--- src/rtl/pause_dim_pkg.sv ---
// Shared types and constant helpers for the pause/dim controller.
package pause_dim_pkg;

   typedef enum logic [2:0] {
      IDLE,
      COUNT,
      FADE_OUT,
      DIMMED,
      FADE_IN
   } state_t;

   function automatic int lvl_w(input int steps);
      return $clog2(steps + 1);
   endfunction

   function automatic logic [31:0] calc_dim_cyc(input longint clk_hz, input longint dim_sec);
      return 32'(clk_hz * dim_sec);
   endfunction

   localparam logic [31:0] DIM_CYC_DEF = calc_dim_cyc(48000000, 10);

endpackage

--- src/rtl/pause_dim_ctrl_rgb_dim_scale.sv ---
// Single-channel brightness scaler: out = in - (in*level >> (log2(steps)+1)).
module rgb_dim_scale
   import pause_dim_pkg::*;
#(
   parameter int W          = 3,
   parameter int FADE_STEPS = 4
) (
   input  logic [W-1:0]                    chan_in,
   input  logic [lvl_w(FADE_STEPS)-1:0]    level,
   output logic [W-1:0]                    chan_out
);

   localparam int SH = $clog2(FADE_STEPS) + 1;

   // level is at most 16, so W+5 bits hold the product without overflow
   logic [W+4:0] prod;
   logic [W+4:0] cut;

   assign prod     = (W+5)'(chan_in) * (W+5)'(level);
   assign cut      = prod >> SH;
   assign chan_out = W'((W+5)'(chan_in) - cut);

endmodule

--- src/rtl/pause_dim_ctrl.sv ---
// Merges user and system pause sources and fades the picture to half brightness
// after a long user pause.
//
// state    | meaning
// IDLE     | not user-paused, full brightness
// COUNT    | user-paused, waiting for the idle timer to expire
// FADE_OUT | stepping dim_level up every FADE_FRAMES vsyncs
// DIMMED   | held at half brightness
// FADE_IN  | stepping dim_level down every FADE_FRAMES vsyncs
module pause_dim_ctrl
   import pause_dim_pkg::*;
#(
   parameter int CLK_HZ      = 48000000,
   parameter int DIM_SEC     = 10,
   parameter int NSRC        = 2,
   parameter int RW          = 3,
   parameter int GW          = 3,
   parameter int BW          = 2,
   parameter int FADE_STEPS  = 4,
   parameter int FADE_FRAMES = 8
) (
   input  logic                           clk,
   input  logic                           reset,
   input  logic                           btn_pause,
   input  logic [NSRC-1:0]                src_req,
   input  logic                           osd_open,
   input  logic                           osd_pause_en,
   input  logic                           vs,
   input  logic [RW+GW+BW-1:0]            rgb_in,
   output logic [RW+GW+BW-1:0]            rgb_out,
   output logic                           pause,
   output logic                           pause_user,
   output logic [lvl_w(FADE_STEPS)-1:0]   dim_level
);

   localparam int              PW      = RW + GW + BW;
   localparam int              LW      = lvl_w(FADE_STEPS);
   localparam int              FW      = $clog2(FADE_FRAMES + 1);
   localparam logic [31:0]     DIM_CYC = calc_dim_cyc(CLK_HZ, DIM_SEC);
   localparam logic [FW-1:0]   FC_LAST = FW'(FADE_FRAMES - 1);
   localparam logic [LW-1:0]   LVL_PRE = LW'(FADE_STEPS - 1);

   state_t         state;
   logic [31:0]    timer;
   logic [FW-1:0]  fcnt;
   logic           btn_q;
   logic           vs_q;
   logic           edge_ok;
   logic           btn_rise;
   logic           vs_rise;
   logic           frame_done;
   logic [PW-1:0]  rgb_dim;

   // edge_ok masks the first clk after reset so a button held through reset
   // does not count as a press
   assign btn_rise   = btn_pause & ~btn_q & edge_ok;
   assign vs_rise    = vs & ~vs_q;
   assign frame_done = vs_rise && (fcnt == FC_LAST);

   always_ff @(posedge clk or posedge reset) begin
      if (reset) begin
         btn_q      <= 1'b0;
         vs_q       <= 1'b0;
         edge_ok    <= 1'b0;
         pause_user <= 1'b0;
         pause      <= 1'b0;
         timer      <= '0;
      end else begin
         btn_q   <= btn_pause;
         vs_q    <= vs;
         edge_ok <= 1'b1;
         if (btn_rise)
            pause_user <= ~pause_user;
         pause <= pause_user | (|src_req) | (osd_open & osd_pause_en);
         if (!pause_user)
            timer <= '0;
         else if (timer != DIM_CYC)
            timer <= timer + 32'd1;
      end
   end

   always_ff @(posedge clk or posedge reset) begin
      if (reset) begin
         state     <= IDLE;
         fcnt      <= '0;
         dim_level <= '0;
      end else begin
         case (state)
            IDLE: begin
               fcnt      <= '0;
               dim_level <= '0;
               if (pause_user)
                  state <= COUNT;
            end
            COUNT: begin
               fcnt <= '0;
               if (!pause_user)
                  state <= IDLE;
               else if (timer == DIM_CYC)
                  state <= FADE_OUT;
            end
            FADE_OUT: begin
               // a resume takes priority over a vsync step on the same clk
               if (!pause_user) begin
                  state <= FADE_IN;
                  fcnt  <= '0;
               end else if (frame_done) begin
                  fcnt      <= '0;
                  dim_level <= dim_level + 1'b1;
                  if (dim_level == LVL_PRE)
                     state <= DIMMED;
               end else if (vs_rise) begin
                  fcnt <= fcnt + 1'b1;
               end
            end
            DIMMED: begin
               fcnt <= '0;
               if (!pause_user)
                  state <= FADE_IN;
            end
            FADE_IN: begin
               if (dim_level == '0) begin
                  fcnt  <= '0;
                  state <= pause_user ? COUNT : IDLE;
               end else if (frame_done) begin
                  fcnt      <= '0;
                  dim_level <= dim_level - 1'b1;
               end else if (vs_rise) begin
                  fcnt <= fcnt + 1'b1;
               end
            end
            default: begin
               state     <= IDLE;
               fcnt      <= '0;
               dim_level <= '0;
            end
         endcase
      end
   end

   rgb_dim_scale #(.W(RW), .FADE_STEPS(FADE_STEPS)) u_scale_r (
      .chan_in  (rgb_in[RW-1:0]),
      .level    (dim_level),
      .chan_out (rgb_dim[RW-1:0])
   );

   rgb_dim_scale #(.W(GW), .FADE_STEPS(FADE_STEPS)) u_scale_g (
      .chan_in  (rgb_in[RW +: GW]),
      .level    (dim_level),
      .chan_out (rgb_dim[RW +: GW])
   );

   rgb_dim_scale #(.W(BW), .FADE_STEPS(FADE_STEPS)) u_scale_b (
      .chan_in  (rgb_in[RW+GW +: BW]),
      .level    (dim_level),
      .chan_out (rgb_dim[RW+GW +: BW])
   );

   always_ff @(posedge clk or posedge reset) begin
      if (reset)
         rgb_out <= '0;
      else
         rgb_out <= rgb_dim;
   end

endmodule

--- config.mk ---
export PLATFORM = sky130hd
export DESIGN_NAME = pause_dim_ctrl
export DESIGN_NICKNAME = d
export VERILOG_FILES = /design/src/rtl/pause_dim_pkg.sv /design/src/rtl/pause_dim_ctrl_rgb_dim_scale.sv /design/src/rtl/pause_dim_ctrl.sv
export SDC_FILE = /design/constraint.sdc
export NUM_CORES = 1
export LEC_CHECK = 0
export BUFFER_PORTS_ARGS = -buffer_cell sky130_fd_sc_hd__buf_2
export CORE_MARGIN = 2
export CORE_UTILIZATION = 55
export CTS_CLUSTER_SIZE = 14
export DETAILED_ROUTE_END_ITERATION = 10
export GPL_ROUTABILITY_DRIVEN = 0
export GPL_TIMING_DRIVEN = 0
export PLACE_DENSITY_LB_ADDON = 0.3
export RECOVER_POWER = 50
export REMOVE_ABC_BUFFERS = 1
export SETUP_SLACK_MARGIN = 0.2
export SYNTH_ARGS = -nofsm -noshare
export SYNTH_HDL_FRONTEND = slang
export SYNTH_SLANG_ARGS = --single-unit
--- constraint.sdc ---
create_clock -name clk -period 3.5 [get_ports clk]
set_input_delay 0.7 -clock clk [delete_from_list [all_inputs] [get_ports clk]]
set_output_delay 0.7 -clock clk [all_outputs]
set_load 0.02 [all_outputs]
Word level (Yosys, flattened, before mapping)
Index checks and enable logic that the tools add are counted.
{"block": "op_classes", "addsub": 7, "mul": 3, "div_mod_pow": 0, "n_lt_le_gt_ge": 0, "n_eq_ne": 19, "shifts": 0, "muxes": 22, "bitwise": 10, "reduce_logical": 7}
{"op": "$mux W32", "n": 2}
{"op": "$mux W3", "n": 12}
{"op": "$add A32 B1 Y32 const B", "n": 1}
{"op": "$eq A32 B29 Y1 const B", "n": 1}
{"op": "$ne A32 B29 Y1 const B", "n": 1}
{"op": "$mux W4", "n": 4}
{"op": "$pmux W3 S5", "n": 1}
{"op": "$ne A2 B2 Y1 const B", "n": 7}
{"op": "$mul A3 B3 Y6", "n": 2}
{"op": "$eq A3 B2 Y1 const B", "n": 3}
{"op": "$ne A3 B3 Y1 const B", "n": 3}
{"op": "$pmux W3 S3", "n": 1}
{"op": "$pmux W4 S2", "n": 1}
{"op": "$logic_not A3 Y1", "n": 2}
{"op": "$reduce_and A6 Y1", "n": 1}
{"op": "$sub A3 B3 Y3", "n": 2}
{"op": "$mul A2 B3 Y5", "n": 1}
{"op": "$reduce_and A5 Y1", "n": 1}
{"op": "$add A4 B1 Y4 const B", "n": 1}
{"op": "$and A1 B1 Y1", "n": 4}
{"op": "$eq A4 B3 Y1 const B", "n": 1}
{"op": "$not A1 Y1", "n": 4}
{"op": "$reduce_or A2 Y1", "n": 2}
{"op": "$add A3 B1 Y3 const B", "n": 1}
{"op": "8 further kinds", "n": 9}
{"block": "totals", "register_bits": 55, "latchBits": 0, "ram_bits": 0, "romBits": 0, "input_bits": 16, "output_inout_bits": 13, "wordCells": 78, "memories": 0}

Longest topological paths before layout
{"block": "logic_depth", "word_depth": 6, "depth_mapped": 12, "mapped_depth_nobuf": 11}

Hierarchy
Synthesis repeated with hierarchy kept, for this count alone.
{"block": "hier_totals", "cells_unflattened": 342, "area_unflattened_um2": 3264.4}
{"module": "pause_dim_ctrl", "instances": 1, "cells_each": 280, "area_per_inst_um2": 2743.9}
{"module": "rgb_dim_scale at u_scale_g ...", "instances": 2, "cells_each": 25, "area_per_inst_um2": 211.5}
{"module": "rgb_dim_scale at u_scale_b", "instances": 1, "cells_each": 12, "area_per_inst_um2": 97.6}

Least setup slack after synthesis
OpenSTA, ideal clock, no wires.
{"block": "synth_path", "kind": "reg2reg", "startpoint": "register dim_level[2]", "endpoint": "register rgb_out[5]", "arrival_time_ns": 2.807, "required_time_ns": 3.376, "slack_ns": 0.569, "path_stages_with_launch": 13, "path_buffers": 1, "synth_period_minus_slack_ns": 2.931, "cell_sequence": "dfrtp_1 -> clkbuf_1 -> inv_1 -> nor2_1 -> fa_1 -> nand3_1 -> nor2_1 -> fa_1 -> ha_1 -> inv_1 -> fa_1 -> xnor2_1 -> xnor2_1"}
{"block": "synth_between", "elab_chain_cells": 2}
{"element": "start: declaration", "line_no": "pause_dim_ctrl.sv:33", "rtl": "output logic [lvl_w(FADE_STEPS)-1:0] dim_level"}
{"element": "start signal: assignment", "line_no": "pause_dim_ctrl.sv:109", "rtl": "dim_level <= dim_level + 1'b1;"}
{"element": "start signal: assignment", "line_no": "pause_dim_ctrl.sv:127", "rtl": "dim_level <= dim_level - 1'b1;"}
{"element": "$mul A3 B3 Y6", "line_no": "pause_dim_ctrl_rgb_dim_scale.sv:19", "rtl": "assign prod = (W+5)'(chan_in) * (W+5)'(level);"}
{"element": "$sub A3 B3 Y3", "line_no": "pause_dim_ctrl_rgb_dim_scale.sv:21", "rtl": "assign chan_out = W'((W+5)'(chan_in) - cut);"}
{"element": "via rgb_dim[5]", "line_no": "pause_dim_ctrl.sv:52", "rtl": "logic [PW-1:0] rgb_dim;"}
{"element": "end signal: assignment", "line_no": "pause_dim_ctrl.sv:163", "rtl": "rgb_out <= rgb_dim;"}
{"element": "end: declaration", "line_no": "pause_dim_ctrl.sv:30", "rtl": "output logic [RW+GW+BW-1:0] rgb_out,"}
The timed path passes the listed nets, and every way through them passes these cells.
A chain may end at the register's enable or synchronous reset.

Worst setup path after layout
Same ends and word-level chain as after synthesis.

==> flow_summary.yaml <==
cells_and_area:
  fin_cells: 416
  fill_cells: 467
  final_nets: 381
  syn2layout_area_growth_pct: 8.36
  utilization_pct: 62.8
  fin_area_sq_mm: 0.00350
  layout-drive-gt1-share_pct: 11.6
  diodes: 0
power_and_ir_drop:
  ir_worst_vdd_mv: 0.333
  p_clk_share_pct: 25.9
  power_mw: 1.26
  p_per_area_mw_per_mm2: 360
  intPower_mw: 0.874
  p_leak_nw: 1.66
  swShare_pct: 30.6
  seqPwrFrac_pct: 60.7
  netSwitchingPower_mw: 0.386
  comb_power_share_pct: 13.5
placed_design:
  dp_hpwl_microns: 4020
  placed_area_sq_mm: 0.00345
  numPortBuffers: 28
  place_inst: 410
route:
  drtIter0Drc: 91
  dr_total_vias: 2264
  post_drt_via_cell_ratio: 5.44
  routed.top_layer: "met4"
  wl_met1_microns: 2670
  wl_microns: 5620
  drc: 0
  wl_met3_microns: 138
  route.met2.wl_microns: 2770
  firstDrtPassIters: 4
  avgRoutedWirePerCell_microns: 13.5
  ant_nets: 0
setup_path:
  path_buf_inv: 2
  path_delay_family: "adder cells"
  worst-setup-path-type: "flop to flop"
  worstPathArrival_ps: 3160
  end_kind: "flop"
  cp.required_ps: 3730
  startpoint_type: "flop"
  slowest_stage: "dfrtp_1"
  crit_path_max_incr_delay_ps: 560
  crit_top_cell: "fa_1"
  cp_cell_sequence: "inv_1 > nor2_1 > fa_1 > nand3_1 > nor2_1 > fa_1 > ha_1 > inv_1 > fa_1 > xnor2_1 > xnor2_1"
  critPathMaxFanout: 13
clocking:
  cts_tree: "done"
  cts_setup_buffers: 0
  cts_buffer_depth: 2
  numCtsBuffers: 5
  insertion_delay_ps: 300
  root_buffer: "clkbuf_8"
  ctsHoldBuffers: 0
  path_clk_slew_ps: 90
  cts_resized: 0
  htreeDepth: 2
  clock_sinks: 55
run:
  drv_cap: 1
die:
  io_pins: 29
  dieArea_sq_mm: 0.00651
  die_x_microns: 80.7
  initial_core_util_pct: 58.0
  die-height_microns: 80.7
  rows: 27
  core-area_sq_mm: 0.00557
timing:
  setup-violations-final: 0
  hold_viol_final: 0
  slew_headroom_pct: -7.85
  finalCritPeriodShare_pct: 83.7
  fin_skew_ps: 5.00
  slew_violations: 32
  worst_pin_slew_ps: 1620
  clock.fmax_mhz: 341
  tns_ps: 0
  grt_setup_unrepaired: "no"
  period_minus_slack_ps: 2930
synthesis:
  seq_area_frac_synth_pct: 42.6
  synth-main-ff-cell: "dfrtp_1"
  async_flop_share_pct: 100
  synth_edf_count: 0
  syn_area_sq_mm: 0.00323
  synthCells: 318
  ys_ff_latch: 55
  yosys_warnings: 0
  synth.distinct_cells: 42
  syn-mean-instance-area_sq_um: 10.2
global_routing:
  antenna_found_initial: 0
  groute.usage.overall_pct: 19.4
  grt_max_degree: 42
  grt_pass1_vias: 2242
  grt_pass1_wl_microns: 9870
  grt-ovfl-total: 0
run_status:
  outcome: "finished with violations"
  violations: "capacitance limit, slew limit"
worst_hold_path:
  hp-class: "input port to flop"
## power groups by stage
stage	clock, mW	combinational, mW	sequential [mW]
global route	0.364	0.194	0.778
detailed placement	0	0.174	0.779
global placement	0	0.166	0.775
CTS	0.335	0.176	0.766
finish	0.326	0.170	0.764
floorplan	0	0.110	0.759
## state kept, by name (all words and copies together) (netlist names)
| register | cells |
|---|---|
| dim_level | 3 |
| fcnt | 4 |
| rgb_out | 8 |
| pause_user | 1 |
| btn_q | 1 |
| pause | 1 |
| state | 3 |
| timer | 32 |
| vs_q | 1 |
| edge_ok | 1 |
## layout make-up
type	instances	area (sq um)	share of cell area (%)
Multi-Input combinational cell	235	1750	49.9
Sequential cell	55	1380	39.3
Timing Repair Buffer	29	143	4.07
Tap cell	72	90.1	2.57
Clock buffer	6	72.6	2.07
Inverter	19	71.3	2.04
## kinds of logic (layout without fill, tap and decap cells)
kind of cell	after synthesis	in the layout	synth area share [%]
and+or+nand+nor	146	146	27.9
DFF	55	55	42.6
xor gates and xnor gates	42	42	11.4
buffers and inverters	28	54	3.29
AOI/OAI and AO/OA	24	24	4.76
adders and majority gates	20	20	9.37
muxes	2	2	0.619
other	1	1	0.116
## metrics by stage
| step | worst slack, ps | hold slack [ps] |
|---|---|---|
| after CTS | 551 | 455 |
| after floorplan | 684 | 493 |
| after global placement | 489 | 497 |
| after detailed placement | 448 | 527 |
| after global routing | 304 | 498 |
| final | 569 | 513 |
## cells in the mapped netlist (all sizes together), types with 2 or more instances
library cell	instances	area [sq um]
a21oi	4	20.0
o21ai	6	30.0
nand3	21	105
dfrtp	55	1380
fa	7	140
o22ai	2	12.5
mux2i	2	20.0
and2	38	238
xor2	9	78.8
nand4	17	128
nor2	18	67.6
nor4b	4	35.0
a31oi	4	25.0
nand2b	3	18.8
xnor2	33	289
nor3	5	36.3
inv	19	71.3
a21o	2	15.0
and3	6	37.5
nor2b	4	25.0
and3b	2	17.5
clkbuf	8	30.0
nor4	6	82.6
or3	2	12.5
ha	13	163
nand2	16	60.1
## placed cells by master (no fill, tap or decap), drive strengths merged, types with 8 or more instances in the layout
cell type / Yosys / final
dfrtp: 55 / 55
and2: 38 / 38
xnor2: 33 / 33
buf: 1 / 27
nand3: 21 / 21
inv: 19 / 19
nor2: 18 / 18
nand4: 17 / 17
nand2: 16 / 16
ha: 13 / 13
xor2: 9 / 9
clkbuf: 8 / 8
## routing by layer
metal  GRT usage [%]  vias up
met3            3.71        4
met5               0        -
met2            32.8       32
li1                -     1131
met4            5.42        0
met1            25.3     1097
## path summary, 6_finish.rpt
| kind | slack (ps) | depth (start not counted) | end | from |
|---|---|---|---|---|
| worst min-delay path | 510 | 1 | btn_q | btn_pause |
| worst max-delay path | 570 | 11 | rgb_out[5] | dim_level[2] |
| worst min register to register | 540 | 2 | pause_user | btn_q |
| min in group asynchronous | 580 | 2 | timer[22] | reset |
| max in group asynchronous | 920 | 3 | rgb_out[0] | reset |
| worst max register to register | 570 | 11 | rgb_out[5] | dim_level[2] |
Note: power is estimated with default switching activity, not from simulation.
